**src/rtl/multicycle_ctrl.sv**
```systemverilog
// Multi-cycle control FSM for the MIPS-subset CPU: fetch/decode/exec/mem/wb sequencing.
// Optional retired-instruction counter enabled by defining CTRL_PERF_EN.
module multicycle_ctrl #(
    parameter int COUNT_W      = 32,
    parameter int MEM_WAIT_MAX = 15
) (
    input  logic       clk,
    input  logic       rst_n,
    input  logic [5:0] opcode,
    input  logic [5:0] funct,
    input  logic       alu_zero,
    input  logic       mem_ready,
    output logic       pc_we,
    output logic [1:0] pc_sel,
    output logic       ir_we,
    output logic       mem_re,
    output logic       mem_we,
    output logic       mem_addr_sel,
    output logic       reg_we,
    output logic [1:0] reg_dst,
    output logic [1:0] wb_sel,
    output logic       alu_src_b,
    output logic [2:0] alu_op,
    output logic       ext_zero,
    output logic [1:0] fault,
    output logic       busy
`ifdef CTRL_PERF_EN
    ,
    output logic [COUNT_W-1:0] retired
`endif
);

    localparam int WAIT_W = (MEM_WAIT_MAX > 1) ? $clog2(MEM_WAIT_MAX + 1) : 1;

    localparam logic [5:0] OP_RTYPE = 6'h00, OP_J = 6'h02, OP_JAL = 6'h03, OP_BNE = 6'h05;
    localparam logic [5:0] OP_ADDI = 6'h08, OP_XORI = 6'h0E, OP_LW = 6'h23, OP_SW = 6'h2B;
    localparam logic [5:0] FN_JR = 6'h08, FN_ADD = 6'h20, FN_SUB = 6'h22, FN_SLT = 6'h2A;
    localparam logic [2:0] ALU_ADD = 3'd0, ALU_SUB = 3'd1, ALU_XOR = 3'd2, ALU_SLT = 3'd3;
    localparam logic [1:0] FAULT_NONE = 2'd0, FAULT_ILLEGAL = 2'd1, FAULT_MEM = 2'd2;

    typedef enum logic [2:0] {
        S_FETCH,
        S_DECODE,
        S_EXEC,
        S_MEM,
        S_WB,
        S_HALT
    } state_t;

    state_t            state_reg, state_next;
    logic [WAIT_W-1:0] wait_reg, wait_next;
    logic [1:0]        fault_reg, fault_next;

    if (COUNT_W < 1) begin : g_bad_count_w
        $error("COUNT_W must be at least 1");
    end

    logic is_rtype, is_j, is_jal, is_bne, is_addi, is_xori, is_lw, is_sw;
    logic r_add, r_sub, r_slt, r_jr, legal, wait_limit;

    assign is_rtype = (opcode == OP_RTYPE);
    assign is_j     = (opcode == OP_J);
    assign is_jal   = (opcode == OP_JAL);
    assign is_bne   = (opcode == OP_BNE);
    assign is_addi  = (opcode == OP_ADDI);
    assign is_xori  = (opcode == OP_XORI);
    assign is_lw    = (opcode == OP_LW);
    assign is_sw    = (opcode == OP_SW);
    assign r_add    = is_rtype && (funct == FN_ADD);
    assign r_sub    = is_rtype && (funct == FN_SUB);
    assign r_slt    = is_rtype && (funct == FN_SLT);
    assign r_jr     = is_rtype && (funct == FN_JR);
    assign legal    = r_add || r_sub || r_slt || r_jr || is_j || is_jal || is_bne
                   || is_addi || is_xori || is_lw || is_sw;

    // True on the MEM_WAIT_MAX-th consecutive waiting cycle; a mem_ready in that cycle still wins.
    assign wait_limit = (MEM_WAIT_MAX != 0) && (wait_reg == WAIT_W'(MEM_WAIT_MAX - 1));

    always_ff @(posedge clk or negedge rst_n) begin
        if (!rst_n) begin
            state_reg <= S_FETCH;
            wait_reg  <= '0;
            fault_reg <= FAULT_NONE;
        end else begin
            state_reg <= state_next;
            wait_reg  <= wait_next;
            fault_reg <= fault_next;
        end
    end

    always_comb begin
        state_next   = state_reg;
        wait_next    = wait_reg;
        fault_next   = fault_reg;
        pc_we        = 1'b0;
        pc_sel       = 2'd0;
        ir_we        = 1'b0;
        mem_re       = 1'b0;
        mem_we       = 1'b0;
        mem_addr_sel = 1'b0;
        reg_we       = 1'b0;
        reg_dst      = 2'd0;
        wb_sel       = 2'd0;
        alu_src_b    = 1'b0;
        alu_op       = ALU_ADD;
        ext_zero     = 1'b0;
        busy         = 1'b1;
        // Gating on rst_n keeps every request quiet from the instant reset falls.
        if (rst_n) begin
            case (state_reg)
                S_FETCH: begin
                    mem_re = 1'b1;
                    if (mem_ready) begin
                        ir_we      = 1'b1;
                        pc_we      = 1'b1;
                        state_next = S_DECODE;
                    end else if (wait_limit) begin
                        fault_next = FAULT_MEM;
                        state_next = S_HALT;
                    end else begin
                        wait_next = wait_reg + WAIT_W'(1);
                    end
                end
                S_DECODE: begin
                    ext_zero = is_xori;
                    if (!legal) begin
                        fault_next = FAULT_ILLEGAL;
                        state_next = S_HALT;
                    end else if (is_j || is_jal) begin
                        pc_we      = 1'b1;
                        pc_sel     = 2'd2;
                        reg_we     = is_jal;
                        reg_dst    = is_jal ? 2'd2 : 2'd0;
                        wb_sel     = is_jal ? 2'd2 : 2'd0;
                        state_next = S_FETCH;
                    end else if (r_jr) begin
                        pc_we      = 1'b1;
                        pc_sel     = 2'd3;
                        state_next = S_FETCH;
                    end else begin
                        state_next = S_EXEC;
                    end
                end
                S_EXEC: begin
                    if (is_rtype) begin
                        alu_op = r_sub ? ALU_SUB : (r_slt ? ALU_SLT : ALU_ADD);
                    end else if (is_bne) begin
                        alu_op = ALU_SUB;
                    end else begin
                        alu_src_b = 1'b1;
                        alu_op    = is_xori ? ALU_XOR : ALU_ADD;
                    end
                    if (is_bne) begin
                        pc_we      = !alu_zero;
                        pc_sel     = alu_zero ? 2'd0 : 2'd1;
                        state_next = S_FETCH;
                    end else if (is_lw || is_sw) begin
                        state_next = S_MEM;
                    end else begin
                        state_next = S_WB;
                    end
                end
                S_MEM: begin
                    mem_addr_sel = 1'b1;
                    mem_re       = is_lw;
                    mem_we       = is_sw;
                    if (mem_ready) begin
                        state_next = is_lw ? S_WB : S_FETCH;
                    end else if (wait_limit) begin
                        fault_next = FAULT_MEM;
                        state_next = S_HALT;
                    end else begin
                        wait_next = wait_reg + WAIT_W'(1);
                    end
                end
                S_WB: begin
                    reg_we     = 1'b1;
                    reg_dst    = is_rtype ? 2'd1 : 2'd0;
                    wb_sel     = is_lw ? 2'd1 : 2'd0;
                    state_next = S_FETCH;
                end
                default: busy = 1'b0;
            endcase
            if (state_next != state_reg) wait_next = '0;
        end
    end

    assign fault = fault_reg;

`ifdef CTRL_PERF_EN
    logic [COUNT_W-1:0] retired_reg;

    // Only successful completions return to FETCH; faults go to HALT and are not counted.
    always_ff @(posedge clk or negedge rst_n) begin
        if (!rst_n) begin
            retired_reg <= '0;
        end else if (state_reg != S_FETCH && state_next == S_FETCH) begin
            retired_reg <= retired_reg + COUNT_W'(1);
        end
    end

    assign retired = retired_reg;
`endif

endmodule

```
**config.mk**
```make
export PLATFORM = sky130hd
export DESIGN_NAME = multicycle_ctrl
export DESIGN_NICKNAME = d
export VERILOG_FILES = /design/src/rtl/multicycle_ctrl.sv
export SDC_FILE = /design/constraint.sdc
export NUM_CORES = 1
export LEC_CHECK = 0
export BUFFER_PORTS_ARGS = -buffer_cell sky130_fd_sc_hd__buf_2
export CORE_ASPECT_RATIO = 1.5
export CORE_MARGIN = 1.5
export CORE_UTILIZATION = 42
export CTS_CLUSTER_SIZE = 12
export DETAILED_ROUTE_END_ITERATION = 8
export PLACE_DENSITY = 0.78
export SETUP_SLACK_MARGIN = 0.1
export SKIP_CTS_REPAIR_TIMING = 1
export SLEW_MARGIN = 20
export SYNTH_ARGS = -nofsm -noshare
export SYNTH_HDL_FRONTEND = slang
export SYNTH_SLANG_ARGS = --single-unit
```
**constraint.sdc**
```tcl
create_clock -name clk -period 2.18 [get_ports clk]
set_clock_uncertainty 0.15 [all_clocks]
set_input_delay 0.109 -clock clk [delete_from_list [all_inputs] [get_ports clk]]
set_output_delay 0.109 -clock clk [all_outputs]
set_load 0.05 [all_outputs]
```
==> results of run 1 <==
==> power by group through the flow <==
stage | Sequential, W | Clock (W) | Combinational, W
final | 0.000276 | 0.000128 | 0.000566
after detailed placement | 0.000271 | 0 | 0.000546
after global placement | 0.000268 | 0 | 0.000540
after global routing | 0.000285 | 0.000141 | 0.000621
after CTS | 0.000269 | 0.000133 | 0.000551
after floorplan | 0.000238 | 0 | 0.000449
==> layout make-up <==
| cell class | instances | area [um2] | share of cell area (%) |
|---|---|---|---|
| clock buffers | 4 | 26.3 | 2.02 |
| inverters | 5 | 18.8 | 1.44 |
| multi-input cells | 113 | 762 | 58.4 |
| flip-flops and latches | 9 | 226 | 17.4 |
| well taps | 23 | 28.8 | 2.21 |
| repair buffers | 41 | 241 | 18.5 |
==> cells by family after synthesis <==
| kind of cell | Yosys count | share of synthesized area, % |
|---|---|---|
| AOI/OAI and AO/OA | 35 | 26.3 |
| xor gates and xnor gates | 1 | 0.869 |
| adders and majority gates | 2 | 2.48 |
| buffers and inverters | 13 | 6.33 |
| DFF | 9 | 22.3 |
| other | 1 | 0.372 |
| and+or+nand+nor | 74 | 41.3 |
==> per-stage QoR <==
stage / power (W) / setup slack, ps / cell area, um2 / setup TNS, ps / utilization [%]
after CTS: 0.000954 / -2.67 / 1270 / -2.67 / 56.0
after global routing: 0.00105 / 96.0 / 1300 / 0 / 57.7
after global placement: 0.000808 / 123 / 1240 / 0 / 54.9
final: 0.000969 / 162 / 1300 / 0 / 57.7
after detailed placement: 0.000817 / 115 / 1240 / 0 / 54.9
after floorplan: 0.000687 / -138 / 1040 / -251 / -
==> how the worst min path moves through the flow <==
stage                               endpoint  slack (ps)  startpoint  cells past startpoint
finish              state_reg[2]$_DFFE_PN0P_         120   mem_ready                      3
global route        state_reg[2]$_DFFE_PN0P_         130   mem_ready                      3
CTS                  wait_reg[2]$_DFFE_PN0P_        -350       rst_n                      2
detailed placement      fault[0]$_DFFE_PN0P_         -70       rst_n                      2
global placement    state_reg[0]$_DFFE_PN0P_         -70       rst_n                      2
floorplan               fault[0]$_DFFE_PN0P_        -340       rst_n                      0
==> critical path, stage by stage, from the launching register on <==
cell and delay [ps]:
sky130_fd_sc_hd__dfrtp_2 480, sky130_fd_sc_hd__nor2b_2 190, sky130_fd_sc_hd__or3b_2 490, sky130_fd_sc_hd__o21ai_1 160, sky130_fd_sc_hd__buf_6 180
==> per-layer routing <==
metal	part of all wire [%]	vias up	global-route usage (%)	routed length (um)
met5	0	-	0	0
met4	1.4	0	8.33	38
met3	5.2	6	2.02	138
met2	55	40	38.3	1470
met1	38	500	25.4	1030
li1	-	560	-	-
==> placed cells by master (no fill, tap or decap), types with 4 or more instances in the layout <==
| master | netlist | layout |
|---|---|---|
| sky130_fd_sc_hd__a21oi_1 | 8 | 6 |
| sky130_fd_sc_hd__buf_2 | 0 | 29 |
| sky130_fd_sc_hd__buf_4 | 2 | 7 |
| sky130_fd_sc_hd__clkbuf_4 | 0 | 6 |
| sky130_fd_sc_hd__dfrtp_1 | 9 | 8 |
| sky130_fd_sc_hd__inv_1 | 5 | 5 |
| sky130_fd_sc_hd__nand2_1 | 13 | 13 |
| sky130_fd_sc_hd__nand2b_1 | 4 | 4 |
| sky130_fd_sc_hd__nand3_1 | 6 | 6 |
| sky130_fd_sc_hd__nor2_1 | 18 | 14 |
| sky130_fd_sc_hd__nor2_2 | 0 | 4 |
| sky130_fd_sc_hd__nor3_2 | 1 | 4 |
| sky130_fd_sc_hd__o21ai_0 | 7 | 6 |
==> impl_results.md, run 1 <==
* Run status: finished, final reports clean
* Share of flip-flops with an asynchronous set or reset after synthesis at 100%
* Post-synth top area share at between 20 and 25%
* Routability cong. at roughly 0.9
* Proportion of synthesized chip area in sequential cells at approximately 22%
* Max-slew violation total from the final report at 0
* Max capacitance violation total at 0
* Total of warnings raised by yosys at 0
* Proportion of layout cells with a drive suffix above 1 at between 30% and 40%
* Critical path destination: pc_we
* Post-detail-place hpwl at approximately 2100 um
* Depth of the most critical reg-to-reg path at 7
* Critical path endpoint category: primary output
* Most used flip-flop cell after synthesis: sky130_fd_sc_hd__dfrtp_1
* DRC violation count after routing at 0
* Total of fill cells in the finished design at ~230
* Final Critical Period at a little over 2000 ps
* Row count at 21
* Synthesized cell area at a little over 1000 um2
* Share of power burned in the clock network at about an eighth
* Detailed-route via count at 1106
* Source-to-sink clock delay at the later pin of the worst-skew pair at around 260 ps
* Height of the die at ~63 um
* First-pass detailed-route iteration total at 4
* Vias in the first global route at around 1.1k
* Sinks on the clock net at 9
* Pin count of the biggest net entering global routing at 16
* # IOs at 36
* Required time reported for the critical path endpoint at approximately 1900 ps
* Net load switching power at around 0.00048 W
* Residual antenna-violating net count after detailed routing at 0
* Number of CTS-inserted buffers at 3
* Worst-path clk slew at about 70 ps
* Number of flip-flops in the largest register at 4
* Die area at about 2700 um2
* Synth top area cells: sky130_fd_sc_hd__dfrtp_1 22%, sky130_fd_sc_hd__nor2_1 6.7%, sky130_fd_sc_hd__nand2_1 4.8%
* Clock tree from TritonCTS: done
* Most frequent cell after synthesis: sky130_fd_sc_hd__nor2_1
* Total internal power at just under 0.0005 W
* Highest Clock Rate at slightly below 500 MHz
* Count of final hold-check violations at 0
* Post-synthesis sequential element count at 9
* Worst hold path class: in -> reg
* Per-cell via count in the routed design at around 5.7
* Clock Root Buffer: sky130_fd_sc_hd__clkbuf_4
* Launch point of the worst reg-to-reg path: wait_reg[0]$_DFFE_PN0P_
* Number of cells after detailed placement at 190
* Total global-route track usage at a little over a fifth
* Register share of total power at 28.4%
* Initial antenna violation count at 0
* Combinational fraction of design power at 58.4%
* Core Box Area at between 2000 and 2500 um2
* Area growth syn-to-layout at 29.3%
* Per-cell routed wire length at approximately 14 um
* Crit. Startpoint: state_reg[0]$_DFFE_PN0P_
* Number of nets at the end of the flow at around 190
* Peak supply drop at 483 uV
* Tightest hold margin at 117 ps
* R2R setup slack at between 200 and 300 ps
* X dimension of the die at approximately 43 um
* Deepest clock path buffer count at 2
* Data arrival time of the critical path at roughly 1800 ps
* Syn Area/Cell at around 7.5 um2
* CTS H-tree lvls at 1
* Aggregate global routing overflow at 0
* Switching power share of the total at roughly half
* Power density of the placed cells at between 700 and 800 nW/um2
* Final standard cell count with taps included and fillers excluded at 195
* Antenna fix cells at 0
* Global-route wire length before repair at approximately 4600 um
* Number of library cell types mapped by synthesis at 47
* Number of DRC violations after detailed-routing iteration 0 at 19
* Share of the clock period used by the worst path at 92.6%
* Top cell type by total area after synthesis: sky130_fd_sc_hd__dfrtp_1
* Critical-path maximum fanout at 13
* Initial core utilization at between 40% and 50%
* Setup-failing EPs final at 0
* Classification of the worst setup path: reg -> out
* P_leak at 0.585 nW
* Capture instance of the worst register-to-register path: state_reg[2]$_DFFE_PN0P_
* Port-buffer cells at 34
* Synthesized Nets at ~150
* Nature of the critical path startpoint: register
* Aggregate routed wire length at 2680 um
* Number of standard cells after synthesis at 135
* Unrepaired setup endpoints after global routing: no
* Most numerous cell types in the synthesized netlist: 18 x sky130_fd_sc_hd__nor2_1, 13 x sky130_fd_sc_hd__nand2_1, 9 x sky130_fd_sc_hd__dfrtp_1
* Post-synth EDFFs at 0
Power figures use the tool's default switching activity.
==> run 2: changes to the inputs <==
--- a/config.mk
+++ b/config.mk
@@ -12,7 +12,7 @@
 export CTS_CLUSTER_SIZE = 12
 export DETAILED_ROUTE_END_ITERATION = 8
 export PLACE_DENSITY = 0.78
-export SETUP_SLACK_MARGIN = 0.1
+export SETUP_SLACK_MARGIN = 0.3
 export SKIP_CTS_REPAIR_TIMING = 1
 export SLEW_MARGIN = 20
 export SYNTH_ARGS = -nofsm -noshare
==> run 2 against run 1 <==
- global-route usage is 0.28 points higher
- clock-buffer cell count unchanged
- first-iteration DRC count is 21% lower
- register-to-register slack improved by 100 ps
- fmax grew 3.9%
==> impl_results.md, run 2 (synthesis gave the netlist of run 1 again) <==
* Initial core utilization at 44.6% (unchanged)
* Final Critical Period at 1940 ps (was 2020 ps)
* Critical path endpoint category: primary output (unchanged)
* Highest Clock Rate at 515 MHz (was 496 MHz)
* Port-buffer cells at 34 (unchanged)
* Height of the die at 63.0 um (unchanged)
* Antenna fix cells at 0 (unchanged)
* Aggregate routed wire length at 3320 um (was 2680 um)
* DRC violation count after routing at 0 (unchanged)
* Number of flip-flops in the largest register at 4 (unchanged)
* Utilization of the core after routing at 73.4% (was 57.7%)
* Critical-path maximum fanout at 8 (was 13)
* Worst hold path class: in -> async (was in -> reg)
* Row count at 21 (unchanged)
* Total global-route track usage at 21.7% (was 21.4%)
* Core Box Area at 2260 um2 (unchanged)
* Run status: finished, final reports clean (unchanged)
* Final standard cell count with taps included and fillers excluded at 210 (was 195)
* Min setup slack post-route at 238 ps (was 162 ps)
* Commonest cells after routing, fill and taps aside: 24 x sky130_fd_sc_hd__buf_4, 17 x sky130_fd_sc_hd__buf_2, 11 x sky130_fd_sc_hd__nand2_1 (was 29 x sky130_fd_sc_hd__buf_2, 14 x sky130_fd_sc_hd__nor2_1, 13 x sky130_fd_sc_hd__nand2_1)
* DP Worst Slack at 74.0 ps (was 115 ps)
* Data arrival time of the critical path at 1680 ps (was 1760 ps)
* # IOs at 36 (unchanged)
* Sinks on the clock net at 9 (unchanged)
* Post-route setup TNS at 0 ps (unchanged)
* Most common cell after layout, fill and taps aside: sky130_fd_sc_hd__buf_4 (was sky130_fd_sc_hd__buf_2)
* Initial antenna violation count at 0 (unchanged)
* Vias in the first global route at 1120 (was 1057)
* Number of DRC violations after detailed-routing iteration 0 at 15 (was 19)
* Tightest hold margin at 104 ps (was 117 ps)
* Deepest clock path buffer count at 2 (unchanged)
* Setup-failing EPs final at 0 (unchanged)
* Global-route wire length before repair at 4690 um (was 4640 um)
* Share of power burned in the clock network at 9.8% (was 13.2%)
* Number of nets at the end of the flow at 206 (was 191)
* Detailed-route via count at 1255 (was 1106)
* Proportion of layout cells with a drive suffix above 1 at 54.5% (was 39.5%)
* Number of cells after detailed placement at 190 (unchanged)
* Register share of total power at 22.1% (was 28.4%)
* Share of the clock period used by the worst path at 89.1% (was 92.6%)
* Total internal power at 0.000668 W (was 0.000494 W)
* Worst-path clk slew at 60 ps (was 70 ps)
* X dimension of the die at 43.0 um (unchanged)
* Residual antenna-violating net count after detailed routing at 0 (unchanged)
* Nature of the critical path startpoint: register (unchanged)
* Pin count of the biggest net entering global routing at 13 (was 16)
* Net load switching power at 0.000598 W (was 0.000475 W)
* Clock Root Buffer: sky130_fd_sc_hd__clkbuf_4 (unchanged)
* Total of fill cells in the finished design at 167 (was 227)
* Switching power share of the total at 47.2% (was 49.0%)
* Classification of the worst setup path: reg -> out (unchanged)
* Count of final hold-check violations at 0 (unchanged)
* First-pass detailed-route iteration total at 4 (unchanged)
* Peak supply drop at 565 uV (was 483 uV)
* Aggregate global routing overflow at 0 (unchanged)
* Number of CTS-inserted buffers at 3 (unchanged)
* Combinational fraction of design power at 68.1% (was 58.4%)
* Clock tree from TritonCTS: done (unchanged)
* Required time reported for the critical path endpoint at 1920 ps (about the same)
* P_leak at 0.722 nW (was 0.585 nW)
* Max capacitance violation total at 0 (unchanged)
* Unrepaired setup endpoints after global routing: yes (was no)
* Die area at 2710 um2 (unchanged)
* Post-detail-place hpwl at 2150 um (was 2120 um)
* Power density of the placed cells at 763 nW/um2 (was 743 nW/um2)
* Routability cong. at 0.869 (was 0.874)
* Area growth syn-to-layout at 64.5% (was 29.3%)
* Max-slew violation total from the final report at 0 (unchanged)
* Per-cell routed wire length at 15.8 um (was 13.7 um)
* Source-to-sink clock delay at the later pin of the worst-skew pair at 260 ps (about the same)
* Per-cell via count in the routed design at 5.98 (was 5.67)
* CTS H-tree lvls at 1 (unchanged)
==> run 2: cell count changes in the layout (fill, tap and decap cells not counted), moves of 3 or more <==
cell                      delta
sky130_fd_sc_hd__buf_4      +17
sky130_fd_sc_hd__buf_2      -12
sky130_fd_sc_hd__nand3_1     -3
sky130_fd_sc_hd__nor2_4      +3
sky130_fd_sc_hd__buf_6       +7
sky130_fd_sc_hd__nor2_1      -5
sky130_fd_sc_hd__nand3_2     +3
==> run 2: path summary, 6_finish.rpt <==
path,from,to,slack [ps],depth (start not counted)
max,state_reg[2]$_DFFE_PN0P_,pc_we,240,5
min,rst_n,fault[0]$_DFFE_PN0P_,100,2
max reg2reg,wait_reg[0]$_DFFE_PN0P_,wait_reg[1]$_DFFE_PN0P_,350,7
min reg2reg,fault[0]$_DFFE_PN0P_,fault[0]$_DFFE_PN0P_,360,2
max in group asynchronous,rst_n,state_reg[2]$_DFFE_PN0P_,1420,3
min in group clk,opcode[4],state_reg[1]$_DFFE_PN0P_,180,4
==> run 2: metal layers <==
metal	vias to the layer above	track usage, %	routed length (um)
met5	-	0	0
met2	54	39.8	1830
met1	590	24.0	1180
met4	0	10.2	136
met3	16	2.02	176
li1	595	-	-
==> run 2: layout make-up <==
type	count	area (um2)	area share (%)
sequential	9	228	13.7
multi-input combinational	113	930	56.0
tap	23	28.8	1.73
clock buffer	4	26.3	1.58
timing repair buffer	56	428	25.8
inverter	5	18.8	1.13
==> run 2: power by group through the flow <==
stage          clock (W)  combinational (W)  sequential, W
2_1_floorplan          0           0.000477       0.000238
6_report        0.000124           0.000863       0.000280
3_3_place_gp           0           0.000566       0.000272
4_1_cts         0.000128           0.000581       0.000270
5_1_grt         0.000145           0.000932       0.000283
3_5_place_dp           0           0.000574       0.000271
==> run 2: metrics by stage <==
| step | total power [W] | instance area, um2 |
|---|---|---|
| finish | 0.00127 | 1660 |
| global route | 0.00136 | 1660 |
| CTS | 0.000979 | 1330 |
| detailed placement | 0.000845 | 1300 |
| global placement | 0.000838 | 1300 |
| floorplan | 0.000715 | 1100 |
==> run 2: worst max-delay path, cell delays in order (launching register included) <==
cell,delay (ps)
sky130_fd_sc_hd__dfrtp_2,480
sky130_fd_sc_hd__nor2b_4,220
sky130_fd_sc_hd__o21ai_0,150
sky130_fd_sc_hd__a211o_1,330
sky130_fd_sc_hd__o21ai_4,70
sky130_fd_sc_hd__buf_6,170
==> run 3: changes to the inputs <==
--- a/config.mk
+++ b/config.mk
@@ -18,3 +18,4 @@
 export SYNTH_ARGS = -nofsm -noshare
 export SYNTH_HDL_FRONTEND = slang
 export SYNTH_SLANG_ARGS = --single-unit
+export TNS_END_PERCENT = 100
==> constraint.sdc (replaced) <==
create_clock -name clk -period 2.1 [get_ports clk]
set_clock_uncertainty 0.15 [all_clocks]
set_input_delay 0.105 -clock clk [delete_from_list [all_inputs] [get_ports clk]]
set_output_delay 0.105 -clock clk [all_outputs]
set_load 0.05 [all_outputs]
==> run 3 against run 2 <==
- via count grew 2.9%
- register-to-register slack worse by 50 ps
- worst setup slack got worse by 73 ps
- combinational power fell by 2%
- clock-buffer cell count stayed put
- non-clock buffer count is 8 higher
- highest routed layer unchanged
==> impl_results.md, run 3 (synthesis gave the netlist of run 1 again) <==
* Clock Root Buffer: sky130_fd_sc_hd__clkbuf_4 (unchanged)
* Setup-failing EPs final at 0 (unchanged)
* Number of CTS-inserted buffers at 3 (unchanged)
* # IOs at 36 (unchanged)
* Sinks on the clock net at 9 (unchanged)
* Number of flip-flops in the largest register at 4 (unchanged)
* Most common cell after layout, fill and taps aside: sky130_fd_sc_hd__buf_4 (unchanged)
* Classification of the worst setup path: in -> out (was reg -> out)
* Port-buffer cells at 34 (unchanged)
* Pin count of the biggest net entering global routing at 14 (was 13)
* Initial core utilization at 44.6% (unchanged)
* Deepest clock path buffer count at 2 (unchanged)
* Vias in the first global route at 1135 (was 1120)
* Final standard cell count with taps included and fillers excluded at 218 (was 210)
* Worst hold path class: in -> async (unchanged)
* Aggregate global routing overflow at 0 (unchanged)
* Power density of the placed cells at 748 nW/um2 (was 763 nW/um2)
* Depth of the most critical reg-to-reg path at 7 (unchanged)
* Number of cells after detailed placement at 192 (was 190)
* Count of final hold-check violations at 0 (unchanged)
* First-pass detailed-route iteration total at 4 (unchanged)
* Data arrival time of the critical path at 1680 ps (about the same)
* Total power draw at 0.00128 W (was 0.00127 W)
* Area growth syn-to-layout at 69.4% (was 64.5%)
* Number of nets at the end of the flow at 214 (was 206)
* Share of the clock period used by the worst path at 92.1%
* Highest Clock Rate at a little over 500 MHz
* Final Critical Period at around 1900 ps
* Antenna fix cells at 0 (unchanged)
* Residual antenna-violating net count after detailed routing at 0 (unchanged)
* Clock tree from TritonCTS: done (unchanged)
* Cell-by-cell trace of the critical path: buf_8, or4_4, nor4_4, nor2_2, a211o_1, o21ai_4, buf_6 (was nor2b_4, o21ai_0, a211o_1, o21ai_4, buf_6)
* Detailed-route via count at 1292 (was 1255)
* Aggregate routed wire length at 3470 um (was 3320 um)
* Post-detail-place hpwl at 2270 um (was 2150 um)
* Worst path slowest cell: sky130_fd_sc_hd__or4_4 (was sky130_fd_sc_hd__dfrtp_2)
* Core Box Area at 2260 um2 (unchanged)
* Routability cong. at 0.900 (was 0.869)
* CTS H-tree lvls at 1 (unchanged)
* Critical path depth at 7 (was 5)
* DRC violation count after routing at 0 (unchanged)
* Per-cell routed wire length at 15.9 um (was 15.8 um)
* Critical-path maximum fanout at 4 (was 8)
* Max-slew violation total from the final report at 0 (unchanged)
* Number of DRC violations after detailed-routing iteration 0 at 34 (was 15)
* Buffers and inverters on the worst path at 2 (was 1)
* Nature of the critical path startpoint: input port (was register)
* Family of cells with the greatest summed delay on the critical path: simple AND/OR/NAND/NOR gates (was compound AO/OA/AOI/OAI gates)
* Worst-path clk slew at 60 ps (about the same)
* Initial antenna violation count at 0 (unchanged)
* Required time reported for the critical path endpoint at 1850 ps (was 1920 ps)
* Total global-route track usage at 21.9% (was 21.7%)
* Die area at 2710 um2 (unchanged)
* Peak supply drop at 513 uV (was 565 uV)
* P_leak at 0.772 nW (was 0.722 nW)
* Proportion of layout cells with a drive suffix above 1 at 57.9% (was 54.5%)
* Source-to-sink clock delay at the later pin of the worst-skew pair at 260 ps (about the same)
* X dimension of the die at 43.0 um (unchanged)
* Run status: finished, final reports clean (unchanged)
* Height of the die at 63.0 um (unchanged)
* Critical path endpoint category: primary output (unchanged)
* Commonest cells after routing, fill and taps aside: 27 x sky130_fd_sc_hd__buf_4, 18 x sky130_fd_sc_hd__buf_2, 11 x sky130_fd_sc_hd__nand2_1 (was 24 x sky130_fd_sc_hd__buf_4, 17 x sky130_fd_sc_hd__buf_2, 11 x sky130_fd_sc_hd__nand2_1)
* Row count at 21 (unchanged)
* Unrepaired setup endpoints after global routing: yes (unchanged)
* Critical path's largest stage delay at 550 ps (was 480 ps)
* Global-route wire length before repair at 4690 um (unchanged)
* Max capacitance violation total at 0 (unchanged)
* Per-cell via count in the routed design at 5.93 (was 5.98)
## run 3: through the flow
step | util (%) | area [um2] | TNS (ps) | setup WS (ps) | hold WS [ps]
global route | 75.6 | 1710 | 0 | 107 | 107
detailed placement | 59.7 | 1350 | 0 | 19.2 | -226
finish | 75.6 | 1710 | 0 | 165 | 82.0
CTS | 60.9 | 1380 | -186 | -85.6 | -500
floorplan | - | 1140 | 0 | 2.72 | -341
global placement | 59.7 | 1350 | 0 | 57.5 | -229
## run 3: where the power goes
part	leakage, nW	switching (W)	internal [W]
registers	0.111	0.0000810	0.000222
clock network	0.0150	0.0000578	0.0000731
logic	0.647	0.000473	0.000371
total	0.772	0.000612	0.000666
## run 3: final timing paths
path / startpoint / slack, ps / end
setup / recovery: opcode[2] / 170 / pc_we
hold / removal: rst_n / 80 / fault[0]$_DFFE_PN0P_
setup reg to reg: wait_reg[0]$_DFFE_PN0P_ / 300 / wait_reg[3]$_DFFE_PN0P_
hold reg to reg: fault[0]$_DFFE_PN0P_ / 350 / fault[0]$_DFFE_PN0P_
max in group asynchronous: rst_n / 1300 / state_reg[2]$_DFFE_PN0P_
min in group clk: mem_ready / 130 / state_reg[2]$_DFFE_PN0P_
## run 3: cell type report
cell class	count	area, um2
multi-input combinational	113	925
inverter	5	18.8
clock buffer	4	26.3
timing repair buffer	64	480
sequential	9	229
tap	23	28.8
fill	167	552
## run 3: worst reg2reg max path, stage by stage (launching register included)
cell and delay, ps:
sky130_fd_sc_hd__dfrtp_1 420, sky130_fd_sc_hd__inv_1 80, sky130_fd_sc_hd__ha_2 200, sky130_fd_sc_hd__a31oi_2 120
sky130_fd_sc_hd__and2_4 170, sky130_fd_sc_hd__a221o_1 350, sky130_fd_sc_hd__a21oi_2 140, sky130_fd_sc_hd__o21ai_1 70
## run 3: layer usage
metal  track usage (%)  share of wire (%)
met5                 0                  0
met2              41.1                 58
met4              11.0                2.5
met1              22.4                 35
met3              2.89                5.0
